===== src/rtl/dmem_arbiter.sv =====
// Two-port (A = load/store unit, B = DMA/debug loader) arbiter and sequencer
// for the single-port data memory.
//
// Ports:
//   clk, reset (async, active-low)
//   a_req/a_we/a_addr/a_wdata -> a_gnt (comb), a_rvalid/a_rdata/a_err (reg)
//   b_* : same as port A
//   mem_address/mem_dataIn/mem_writeEnable -> memory, mem_dataOut <- memory
//
// Each accepted command spends one cycle in the access stage driving the
// memory; the response is registered on the edge ending that cycle.
//
// Build option: DMEM_ARB_FIXED_PRIO_EN
//   defined   : port A always wins a conflict, no round-robin pointer
//   undefined : round-robin between A and B
module dmem_arbiter #(
   parameter int ADDR_BITS  = 22,
   parameter int DMEM_DEPTH = 256
) (
   input  logic                 clk,
   input  logic                 reset,
   input  logic                 a_req,
   input  logic                 a_we,
   input  logic [ADDR_BITS-1:0] a_addr,
   input  logic [31:0]          a_wdata,
   output logic                 a_gnt,
   output logic                 a_rvalid,
   output logic [31:0]          a_rdata,
   output logic                 a_err,
   input  logic                 b_req,
   input  logic                 b_we,
   input  logic [ADDR_BITS-1:0] b_addr,
   input  logic [31:0]          b_wdata,
   output logic                 b_gnt,
   output logic                 b_rvalid,
   output logic [31:0]          b_rdata,
   output logic                 b_err,
   output logic [ADDR_BITS-1:0] mem_address,
   output logic [31:0]          mem_dataIn,
   output logic                 mem_writeEnable,
   input  logic [31:0]          mem_dataOut
);

   typedef enum logic {
      IDLE,
      ACCESS
   } state_t;

   // One extra bit so a depth equal to 2**ADDR_BITS still compares correctly
   localparam logic [ADDR_BITS:0] DEPTH_LIM = (ADDR_BITS+1)'(DMEM_DEPTH);

   state_t                 state_q, state_d;
   logic                   sel_q, sel_d;
   logic                   we_q, we_d;
   logic [ADDR_BITS-1:0]   addr_q, addr_d;
   logic [31:0]            wdata_q, wdata_d;

   logic                   a_rvalid_q, a_rvalid_d;
   logic [31:0]            a_rdata_q, a_rdata_d;
   logic                   a_err_q, a_err_d;
   logic                   b_rvalid_q, b_rvalid_d;
   logic [31:0]            b_rdata_q, b_rdata_d;
   logic                   b_err_q, b_err_d;

   logic                   hs;
   logic                   stage_vld;
   logic                   in_range;
   logic [31:0]            rsp_data;

   // ---------------- arbitration ----------------
`ifdef DMEM_ARB_FIXED_PRIO_EN
   always_comb begin
      a_gnt = reset & a_req;
      b_gnt = reset & b_req & ~a_req;
   end
`else
   // ptr_q = 0 prefers A, 1 prefers B
   logic ptr_q, ptr_d;

   always_comb begin
      a_gnt = reset & a_req & (~b_req | ~ptr_q);
      b_gnt = reset & b_req & (~a_req | ptr_q);
      ptr_d = ptr_q;
      if (a_gnt) begin
         ptr_d = 1'b1;
      end else if (b_gnt) begin
         ptr_d = 1'b0;
      end
   end

   always_ff @(posedge clk or negedge reset) begin
      if (!reset) begin
         ptr_q <= 1'b0;
      end else begin
         ptr_q <= ptr_d;
      end
   end
`endif

   assign hs = a_gnt | b_gnt;

   // ---------------- access stage ----------------
   assign stage_vld = (state_q == ACCESS);
   assign in_range  = ({1'b0, addr_q} < DEPTH_LIM);

   // Writes and out-of-range accesses return zero data
   assign rsp_data  = (!we_q && in_range) ? mem_dataOut : 32'h0;

   always_comb begin
      state_d    = IDLE;
      sel_d      = sel_q;
      we_d       = we_q;
      addr_d     = addr_q;
      wdata_d    = wdata_q;
      a_rvalid_d = 1'b0;
      a_rdata_d  = a_rdata_q;
      a_err_d    = a_err_q;
      b_rvalid_d = 1'b0;
      b_rdata_d  = b_rdata_q;
      b_err_d    = b_err_q;

      // IDLE->ACCESS and ACCESS->ACCESS on any handshake
      if (hs) begin
         state_d = ACCESS;
         sel_d   = b_gnt;
         we_d    = b_gnt ? b_we    : a_we;
         addr_d  = b_gnt ? b_addr  : a_addr;
         wdata_d = b_gnt ? b_wdata : a_wdata;
      end

      if (stage_vld) begin
         if (sel_q) begin
            b_rvalid_d = 1'b1;
            b_rdata_d  = rsp_data;
            b_err_d    = ~in_range;
         end else begin
            a_rvalid_d = 1'b1;
            a_rdata_d  = rsp_data;
            a_err_d    = ~in_range;
         end
      end
   end

   always_ff @(posedge clk or negedge reset) begin
      if (!reset) begin
         state_q    <= IDLE;
         sel_q      <= 1'b0;
         we_q       <= 1'b0;
         addr_q     <= '0;
         wdata_q    <= '0;
         a_rvalid_q <= 1'b0;
         a_rdata_q  <= '0;
         a_err_q    <= 1'b0;
         b_rvalid_q <= 1'b0;
         b_rdata_q  <= '0;
         b_err_q    <= 1'b0;
      end else begin
         state_q    <= state_d;
         sel_q      <= sel_d;
         we_q       <= we_d;
         addr_q     <= addr_d;
         wdata_q    <= wdata_d;
         a_rvalid_q <= a_rvalid_d;
         a_rdata_q  <= a_rdata_d;
         a_err_q    <= a_err_d;
         b_rvalid_q <= b_rvalid_d;
         b_rdata_q  <= b_rdata_d;
         b_err_q    <= b_err_d;
      end
   end

   // ---------------- outputs ----------------
   // Address/data hold their last command outside access cycles
   assign mem_address     = addr_q;
   assign mem_dataIn      = wdata_q;
   assign mem_writeEnable = stage_vld & we_q & in_range;

   assign a_rvalid = a_rvalid_q;
   assign a_rdata  = a_rdata_q;
   assign a_err    = a_err_q;
   assign b_rvalid = b_rvalid_q;
   assign b_rdata  = b_rdata_q;
   assign b_err    = b_err_q;

endmodule


===== config.mk =====
export PLATFORM = sky130hd
export DESIGN_NAME = dmem_arbiter
export DESIGN_NICKNAME = d
export VERILOG_FILES = /design/src/rtl/dmem_arbiter.sv
export SDC_FILE = /design/constraint.sdc
export NUM_CORES = 1
export LEC_CHECK = 0
export ABC_AREA = 1
export ABC_CLOCK_PERIOD_IN_PS = 1580
export BUFFER_PORTS_ARGS = -buffer_cell sky130_fd_sc_hd__buf_2
export CAP_MARGIN = 30
export CORE_MARGIN = 2
export CORE_UTILIZATION = 25
export DETAILED_ROUTE_END_ITERATION = 8
export SETUP_SLACK_MARGIN = 0.3
export SYNTH_ARGS = -nofsm -noshare
export SYNTH_HDL_FRONTEND = slang
export SYNTH_SLANG_ARGS = --single-unit
export TNS_END_PERCENT = 20

===== constraint.sdc =====
create_clock -name clk -period 1.58 [get_ports clk]
set_input_delay 0.316 -clock clk [delete_from_list [all_inputs] [get_ports clk]]
set_output_delay 0.316 -clock clk [all_outputs]
set_load 0.03 [all_outputs]

==> results.sh, run 1 <==
export IMPL_outcome="complete, but fails checks"
export IMPL_violations="negative setup slack"
export IMPL_clk_pin_slew_ns=0.06
export IMPL_h_tree_depth=4
export IMPL_p_per_area_nw_per_um2=984
export IMPL_min_path_type="in -> async"
export IMPL_dieArea_um2=23700
export IMPL_viasPerCell=4.74
export IMPL_skew_ns=0.0141
export IMPL_intPower_mw=6.59
export IMPL_met3WireLength_mm=1.63
export IMPL_area_growth_syn_to_layout_pct=73.9
export IMPL_crit_path_max_fanout=2
export IMPL_diodes=0
export IMPL_clock_fmax_mhz=532
export IMPL_worstSetupEndpointType="primary output"
export IMPL_drv_slew=0
export IMPL_clkLatencyLatePin_ns=0.42
export IMPL_cts_tree="yes"
export IMPL_switching_power_mw=3.04
export IMPL_grt_ovfl_total=0
export IMPL_netlist_area_um2=5620
export IMPL_min_period_ns=1.88
export IMPL_static_leakage_power_nw=4.90
export IMPL_seqPwrFrac_pct=38.0
export IMPL_stdcell_area_um2=9780
export IMPL_place_port_buffers=270
export IMPL_critical_path_reg2reg_startpoint="mem_address[17]$_DFFE_PN0P_"
export IMPL_slew_headroom_pct=69.0
export IMPL_crit_type="reg -> out"
export IMPL_dpl_hpwl_mm=13.6
export IMPL_highest_layer="met4"
export IMPL_gp_congestion=0.807
export IMPL_drt_pass1_iter_count=4
export IMPL_start_util_pct=25.6
export IMPL_power_share_clock_pct=39.6
export IMPL_crit_arrival_ns=1.56
export IMPL_vias=5768
export IMPL_rr_worst_depth=12
export IMPL_setup_ws_ns=-0.299
export IMPL_final_cell_mix="nand2_1, buf_2, buf_6, dfrtp_1, nand3_1"
export IMPL_worstMarginPinSlew_ns=0.466
export IMPL_cts_buffers=17
export IMPL_ir_drop_v=0.000474
export IMPL_r2r_slack_ns=-0.23
export IMPL_wl_met2_mm=9.89
export IMPL_syn_avg_cell_area_um2=9.06
export IMPL_antenna_found_initial=0
export IMPL_grt_pass1_wl_mm=32.1
export IMPL_rows=54
export IMPL_r2r_end="a_rdata[13]$_DFFE_PN0P_"
export IMPL_finalHoldViolCount=0
export IMPL_drive_above_1_share_pct=53.0
export IMPL_final_antenna_net_count=0
export IMPL_netlist_instances=621
export IMPL_drc=0
export IMPL_dieHeight_um=154
export IMPL_io_pin_count=271
export IMPL_finalSetupViolations=65
export IMPL_yosys_warnings=0
export IMPL_nets=1071
export IMPL_swShare_pct=31.6
export IMPL_power_frac_comb_pct=22.5
export IMPL_cts_sinks=126
export IMPL_fp_dieW_um=154
export IMPL_grt_usage_pct=17.2
export IMPL_grt_pass1_vias=5959
export IMPL_mostFrequentLayoutCell="nand2_1"
export IMPL_totalWireLength_mm=20.2
export IMPL_grt_max_degree=71
export IMPL_maxCapViolCount=0
export IMPL_clockRootBuffer="clkbuf_16"
export IMPL_synth_net_count=767
export IMPL_rsz0062_at_grt="yes"
export IMPL_synth_distinct_cells=20
export IMPL_core_area_um2=22000
export IMPL_startpoint_type="register"
export IMPL_final_util_pct=44.6
export IMPL_wl_per_cell_um=16.6
export IMPL_dpl_cell_area_um2=7640
export IMPL_yosysSeqAreaShare_pct=56.1
export IMPL_fin_crit_sh_pct=119
export IMPL_drt_iter0_markers=235
export IMPL_ys_seq_elements=126
export IMPL_met1_length_mm=8.27
export IMPL_cp_data_required_time_ns=1.26
export IMPL_fillCellCount=2094
export IMPL_cts_max_path_buffers=2
==> kinds of logic after synthesis <==
kind of cell	after synthesis	share of synthesized area (%)
compound gates	62	8.05
buf+inv	56	5.29
flops	126	56.1
simple gates	377	30.6
==> worst max path at each step <==
| stage | from | to | slack, ns |
|---|---|---|---|
| after detailed placement | mem_address[17]$_DFFE_PN0P_ | mem_writeEnable | -0.08 |
| after global routing | mem_address[17]$_DFFE_PN0P_ | mem_writeEnable | -0.39 |
| after CTS | mem_address[18]$_DFFE_PN0P_ | mem_writeEnable | -0.32 |
| after floorplan | mem_address[14]$_DFFE_PN0P_ | mem_writeEnable | 0.07 |
| final | mem_address[17]$_DFFE_PN0P_ | mem_writeEnable | -0.30 |
| after global placement | mem_address[17]$_DFFE_PN0P_ | mem_writeEnable | -0.06 |
==> sequential cells by signal, indices dropped and copies added (netlist names) <==
name / flops
a_rvalid: 1
b_rvalid: 1
we_q: 1
b_err: 1
b_rdata: 32
sel_q: 1
a_rdata: 32
a_err: 1
mem_address: 22
stage_vld: 1
mem_dataIn: 32
ptr_q: 1
==> layer usage <==
| metal | vias up | global-route usage (%) |
|---|---|---|
| met5 | - | 0 |
| met4 | 0 | 6.81 |
| met3 | 26 | 4.76 |
| met2 | 277 | 28.8 |
| met1 | 2766 | 21.0 |
| li1 | 2699 | - |
==> cell usage after synthesis <==
library cell    n  area [µm²]
nand2_2         1        6.26
clkinv_1        1        3.75
nand2_1       193         724
buf_2           4        20.0
clkbuf_1       30         113
buf_6          11         124
dfrtp_1       126        3150
o21ai_0         3        15.0
o211ai_1       55         413
inv_2           2        7.51
or2_2          52         325
inv_1           8        30.0
nor2_2          3        18.8
nand3_1       118         591
a31oi_1         2        12.5
nor2_1          8        30.0
nor2_8          1        20.0
o21bai_1        1        7.51
nor3_1          1        5.00
a21oi_1         1        5.00
==> area by class of cell <==
| type | instances | area [µm²] | area share (%) |
|---|---|---|---|
| clock buffer | 17 | 425 | 4.35 |
| inverter | 11 | 43.8 | 0.448 |
| clock inverter | 15 | 139 | 1.42 |
| multi-input combinational | 439 | 2640 | 27.0 |
| tap | 280 | 350 | 3.58 |
| sequential | 126 | 3170 | 32.4 |
| timing repair buffer | 330 | 3020 | 30.8 |
==> repair_timing <==
| item | 4_1_cts | 5_1_grt |
|---|---|---|
| endpoints found under the setup margin | 243 | 243 |
| hold buffers | 2 | 1 |
| gates resized for setup | 329 | 49 |
| buffers inserted | 12 | 3 |
| endpoints found under the hold margin | 20 | 3 |
| cloned | 5 | 0 |
| pin swaps | 110 | 148 |
==> power by group through the flow <==
stage / sequential, mW / combinational, mW / clock, mW
after floorplan: 4.07 / 0.523 / 0
after global placement: 3.65 / 1.77 / 0
after detailed placement: 3.64 / 1.78 / 0
after CTS: 3.65 / 2.13 / 3.89
after global routing: 3.68 / 2.32 / 4.07
final: 3.66 / 2.16 / 3.81
==> worst max-delay path: stages, from the launching register on <==
cell	delay [ns]
dfrtp_2	0.43
nor2_4	0.11
nand2_2	0.07
nor2_4	0.17
nand2_4	0.08
nor3_4	0.12
buf_6	0.16
==> stage by stage <==
stage | instances | power [mW] | hold slack, ns | setup TNS (ns) | worst slack, ns
final | 1218 | 9.63 | 0.109 | -11.23 | -0.299
after global routing | 1218 | 10.1 | 0.139 | -18.18 | -0.388
after CTS | 1213 | 9.67 | 0.117 | -7.32 | -0.318
after detailed placement | 1162 | 5.43 | 0.277 | -1.07 | -0.0764
after global placement | 1162 | 5.42 | 0.275 | -0.140 | -0.0555
after floorplan | 621 | 4.60 | 0.0204 | 0 | 0.0654
Note: power is estimated with default switching activity, not from simulation.
==> inputs of run 2 (changes only) <==
Settings changed: BUFFER_PORTS_ARGS -buffer_cell sky130_fd_sc_hd__buf_2 to -buffer_cell sky130_fd_sc_hd__buf_4, GPL_ROUTABILITY_DRIVEN set to 1, HOLD_SLACK_MARGIN set to 0.03.
==> run 2 against run 1 <==
  * The run still ends with negative setup slack left
  * Flip-flop and latch count unchanged
  * Worst setup slack gained 0.044 ns
  * Cell count shrank 0.16%
  * Hold slack got worse by 0.068 ns
  * Wire length rose by 2.5%
  * Clock power hardly changed
  * Final area grew 3.2%
  * Core utilization grew 1.4 points
==> results.sh, run 2 (synthesized netlist as in run 1, its figures left out) <==
export IMPL_switching_power_mw=3.12
export IMPL_skew_ns=0.0132
export IMPL_worstMarginPinSlew_ns=0.708
export IMPL_wl_per_cell_um=17.1
export IMPL_cts_tree="yes"
export IMPL_post_place_ws_ns=0.0101
export IMPL_use_met3_pct=6.62
export IMPL_cp_depth=6
export IMPL_cts_buffers=17
export IMPL_cp_num_buf_inv=1
export IMPL_io_pin_count=271
export IMPL_violations="negative setup slack"
export IMPL_critical_path_top_delay_family="simple AND/OR/NAND/NOR gates"
export IMPL_rows=54
export IMPL_totalWireLength_mm=20.7
export IMPL_finalHoldViolCount=0
export IMPL_stdcell_area_um2=10100
export IMPL_rsz0062_at_grt="yes"
export IMPL_power_mw=9.70
export IMPL_dpl_cell_area_um2=8230
export IMPL_fin_crit_sh_pct=116
export IMPL_crit_arrival_ns=1.52
export IMPL_min_period_ns=1.83
export IMPL_place_port_buffers=270
export IMPL_grt_pass1_wl_mm=32.5
export IMPL_cts_sinks=126
export IMPL_r2r_slack_ns=-0.22
export IMPL_drt_pass1_iter_count=4
export IMPL_max_stage_delay_ns=0.43
export IMPL_rr_worst_depth=12
export IMPL_drt_iter0_markers=261
export IMPL_startpoint_type="register"
export IMPL_clockRootBuffer="clkbuf_16"
export IMPL_gr_usage_met1_pct=22.5
export IMPL_vias=5681
export IMPL_drive_above_1_share_pct=53.6
export IMPL_grt_usage_pct=17.5
export IMPL_power_frac_comb_pct=23.4
export IMPL_mostFrequentLayoutCell="nand2_1"
export IMPL_path_cells="nor2_2 > nand2_2 > nor2_4 > nand2_4 > nor3_4 > buf_6"
export IMPL_outcome="complete, but fails checks"
export IMPL_clkLatencyLatePin_ns=0.42
export IMPL_area_growth_syn_to_layout_pct=79.5
export IMPL_fp_dieW_um=154
export IMPL_drv_slew=0
export IMPL_crit_path_max_fanout=3
export IMPL_worstSetupEndpointType="primary output"
export IMPL_gp_congestion=0.762
export IMPL_slew_headroom_pct=52.8
export IMPL_busiest_layer="met2"
export IMPL_fillCellCount=2082
export IMPL_power_share_clock_pct=39.0
export IMPL_viasPerCell=4.67
export IMPL_swShare_pct=32.2
export IMPL_start_util_pct=25.6
export IMPL_grt_pass1_vias=5724
export IMPL_use_met2_pct=27.7
export IMPL_final_cell_mix="nand2_1, buf_4, buf_6, dfrtp_1, nand3_1"
export IMPL_h_tree_depth=4
export IMPL_setup_ws_ns=-0.255
export IMPL_fin_tns_setup_ns=-11.78
export IMPL_maxCapViolCount=0
export IMPL_crit_type="reg -> out"
export IMPL_cp_data_required_time_ns=1.26
export IMPL_cts_max_path_buffers=2
export IMPL_grt_ovfl_total=0
export IMPL_seqPwrFrac_pct=37.6
export IMPL_grt_max_degree=126
export IMPL_final_seq_area_um2=3170
export IMPL_intPower_mw=6.58
export IMPL_static_leakage_power_nw=4.97
export IMPL_finalSetupViolations=67
export IMPL_ir_drop_v=0.000585
export IMPL_clock_fmax_mhz=545
export IMPL_cpMaxStageDelayCell="dfrtp_2"
export IMPL_drc=0
export IMPL_clk_pin_slew_ns=0.07
export IMPL_nets=1068
export IMPL_dieHeight_um=154
export IMPL_antenna_found_initial=1
export IMPL_min_path_type="in -> async"
export IMPL_core_area_um2=22000
export IMPL_multiInputGateArea_um2=2570
export IMPL_p_per_area_nw_per_um2=961
export IMPL_dpl_hpwl_mm=13.5
export IMPL_final_antenna_net_count=0
export IMPL_dieArea_um2=23700
## run 2: power by group through the flow
stage	registers, mW	logic [mW]	clock network, mW
2_1_floorplan	4.07	0.523	0
3_3_place_gp	3.66	1.98	0
3_5_place_dp	3.66	1.98	0
4_1_cts	3.64	2.18	3.89
5_1_grt	3.68	2.43	4.06
6_report	3.65	2.27	3.78
## run 2: area by class of cell
class / instances / share of cell area (%)
inverters: 11 / 0.533
clock buffers: 17 / 4.21
multi-input cells: 439 / 25.5
repair buffers: 327 / 33.5
flip-flops and latches: 126 / 31.4
clock inverters: 15 / 1.38
well taps: 280 / 3.47
diodes: 1 / 0.0248
## run 2: what timing repair did
| item | 4_1_cts | 5_1_grt |
|---|---|---|
| pin swaps | 13 | 112 |
| endpoints found under the setup margin | 243 | 245 |
| hold buffers | 1 | 0 |
| setup buffers | 12 | 12 |
| gates cloned | 7 | 0 |
| hold endpoints to repair | 1 | 0 |
| resized for setup | 144 | 90 |
## run 2: per-layer routing
metal	wire [µm]	vias up
li1	-	2685
met1	8700	2718
met2	9800	251
met3	1880	27
met4	353	0
met5	0	-
## run 2: worst register-to-register path, delay by kind of cell, from the launching register on
kind / cells / cell delay (ns)
buffers and inverters: 5 / 0.64
flip-flops: 1 / 0.43
AND/OR/NAND/NOR: 7 / 0.69
## run 2: metrics by stage
stage,instances,utilization (%),hold slack (ns)
floorplan,621,-,0.0204
global placement,1151,37.5,0.119
detailed placement,1151,37.5,0.119
CTS,1203,44.0,0.105
global route,1215,46.0,0.101
finish,1216,46.0,0.0407
## run 2: path summary, 6_finish.rpt
check	from	endpoint
max reg2reg	mem_address[13]$_DFFE_PN0P_	a_rdata[5]$_DFFE_PN0P_
min in group clk	mem_dataOut[31]	a_rdata[31]$_DFFE_PN0P_
max	mem_address[13]$_DFFE_PN0P_	mem_writeEnable
max in group asynchronous	reset	mem_address[14]$_DFFE_PN0P_
min reg2reg	b_rdata[1]$_DFFE_PN0P_	b_rdata[1]$_DFFE_PN0P_
min	reset	sel_q$_DFFE_PN0P_
==> inputs of run 3 (changes only) <==
Settings changed: HOLD_SLACK_MARGIN 0.03 to 0.1, PLACE_DENSITY set to 0.55.
==> run 3 against run 2 <==
  * The flow still finishes with violations (negative setup slack)
  * Count of clock-buffer cells in the layout increased by 2
  * Wire length decreased by 0.74%
  * Maximum frequency about the same
  * Global-route usage decreased by 0.073 points
  * Die area unchanged
  * Clock power increased by 6.9%
  * Power increased by 1.9%
  * Hold slack improved by 0.084 ns
  * Flip-flop and latch count unchanged
  * Sequential power about the same
  * Clock skew increased by 0.0032 ns
==> results.sh, run 3 (synthesized netlist as in run 1, its figures left out) <==
export IMPL_final_util_pct=46.0
export IMPL_finalHoldViolCount=0
export IMPL_setup_ws_ns=-0.256
export IMPL_clock_fmax_mhz=545
export IMPL_static_leakage_power_nw=4.95
export IMPL_io_pin_count=271
export IMPL_clockRootBuffer="clkbuf_16"
export IMPL_stdcell_area_um2=10100
export IMPL_final_antenna_net_count=0
export IMPL_fin_crit_sh_pct=116
export IMPL_min_period_ns=1.84
export IMPL_finalSetupViolations=66
export IMPL_holdWs_ns=0.125
export IMPL_wl_per_cell_um=16.9
export IMPL_skew_ns=0.0164
export IMPL_dieHeight_um=154
export IMPL_viasPerCell=4.62
export IMPL_core_area_um2=22000
export IMPL_cts_buffers=17
export IMPL_totalWireLength_mm=20.6
export IMPL_drt_iter0_markers=211
export IMPL_diodes=0
export IMPL_cts_max_path_buffers=2
export IMPL_cts_sinks=126
export IMPL_worstSetupEndpointType="primary output"
export IMPL_dieArea_um2=23700
export IMPL_grt_max_degree=97
export IMPL_gp_congestion=0.764
export IMPL_rows=54
export IMPL_fp_dieW_um=154
export IMPL_drc=0
export IMPL_ir_drop_v=0.000620
export IMPL_mostFrequentLayoutCell="nand2_1"
export IMPL_violations="negative setup slack"
export IMPL_final_cells=1218
export IMPL_area_growth_syn_to_layout_pct=79.5
export IMPL_min_path_type="in -> reg"
export IMPL_grt_pass1_vias=5784
export IMPL_crit_type="reg -> out"
export IMPL_swShare_pct=30.5
export IMPL_antenna_found_initial=0
export IMPL_drv_slew=0
export IMPL_final_cell_mix="nand2_1, buf_4, buf_6, dfrtp_1, nand3_1"
export IMPL_outcome="complete, but fails checks"
export IMPL_clk_pin_slew_ns=0.06
export IMPL_final_seq_area_um2=3170
export IMPL_worstMarginPinSlew_ns=0.472
export IMPL_r2r_slack_ns=-0.19
export IMPL_rsz0062_at_grt="yes"
export IMPL_maxCapViolCount=0
export IMPL_startpoint_type="register"
export IMPL_grt_usage_pct=17.5
export IMPL_vias=5630
export IMPL_fillCellCount=2108
export IMPL_slew_headroom_pct=68.5
export IMPL_clkLatencyLatePin_ns=0.42
export IMPL_placed_cells=1156
export IMPL_intPower_mw=6.87
export IMPL_dpl_hpwl_mm=13.6
export IMPL_start_util_pct=25.6
export IMPL_drive_above_1_share_pct=53.2
export IMPL_seqPwrFrac_pct=36.9
export IMPL_grt_ovfl_total=0
export IMPL_power_frac_comb_pct=22.2
export IMPL_cp_data_required_time_ns=1.26
export IMPL_grt_pass1_wl_mm=32.4
export IMPL_multiInputGateArea_um2=2550
export IMPL_nets=1071
export IMPL_drt_pass1_iter_count=5
export IMPL_p_per_area_nw_per_um2=980
export IMPL_power_share_clock_pct=40.9
export IMPL_h_tree_depth=4
export IMPL_switching_power_mw=3.02
export IMPL_place_port_buffers=270
export IMPL_dpl_cell_area_um2=8230
export IMPL_crit_path_max_fanout=3
export IMPL_crit_arrival_ns=1.52
export IMPL_cts_tree="yes"
run 3: cell count changes in the layout (fill, tap and decap cells not counted), sizes merged:
cell and delta:
buf -1, bufinv +2, clkbuf +5, clkinv +2, clkinvlp -1, diode -1, dlygate4sd3 +1, inv -5
run 3: path summary, 6_finish.rpt:
path,cells past startpoint,endpoint,start
min,3,b_rdata[9]$_DFFE_PN0P_,mem_dataOut[9]
min in group asynchronous,3,mem_address[8]$_DFFE_PN0P_,reset
max in group asynchronous,3,mem_address[20]$_DFFE_PN0P_,reset
min reg2reg,2,a_rdata[21]$_DFFE_PN0P_,a_rdata[21]$_DFFE_PN0P_
max reg2reg,12,a_rdata[27]$_DFFE_PN0P_,mem_address[13]$_DFFE_PN0P_
max,6,mem_writeEnable,mem_address[13]$_DFFE_PN0P_
run 3: final cells by class:
| type | instances | area share, % |
|---|---|---|
| Clock buffer | 19 | 4.39 |
| Clock inverter | 13 | 1.55 |
| Inverter | 11 | 0.409 |
| Multi-Input combinational cell | 439 | 25.3 |
| Sequential cell | 126 | 31.4 |
| Tap cell | 280 | 3.47 |
| Timing Repair Buffer | 330 | 33.5 |
run 3: through the flow:
step	total power, mW	setup slack, ns	TNS (ns)
2_1_floorplan	4.60	0.0654	0
5_1_grt	10.4	-0.392	-17.55
4_1_cts	9.99	-0.299	-4.78
3_5_place_dp	5.62	-0.0498	-0.0498
6_report	9.89	-0.256	-8.44
3_3_place_gp	5.62	-0.0907	-0.0907
run 3: what timing repair did:
item,4_1_cts,5_1_grt
endpoints found under the hold margin,126,0
setup endpoints to repair,242,265
gates resized for setup,154,61
gates cloned,6,2
pin swaps,36,82
hold buffers,2,0
setup buffers,15,5
run 3: power by group through the flow:
stage	Combinational, mW	Clock (mW)	Sequential, mW
after floorplan	0.523	0	4.07
after global placement	1.97	0	3.65
after detailed placement	1.96	0	3.65
after CTS	2.18	4.17	3.64
after global routing	2.37	4.34	3.67
final	2.20	4.04	3.65
run 3: routing by layer:
layer	global-route usage, %	vias to the layer above	part of all wire, %
met4	5.30	0	1.4
met5	0	-	0
li1	-	2698	-
met3	6.51	25	9.1
met1	22.1	2669	42
met2	27.8	238	47
run 3: worst max-delay path: stages (launching register included):
cell and delay [ns]:
dfrtp_2 0.43, nor2_2 0.12, nand2_2 0.08, nor2_4 0.12, nand2_2 0.07, nor3_4 0.12, buf_6 0.16
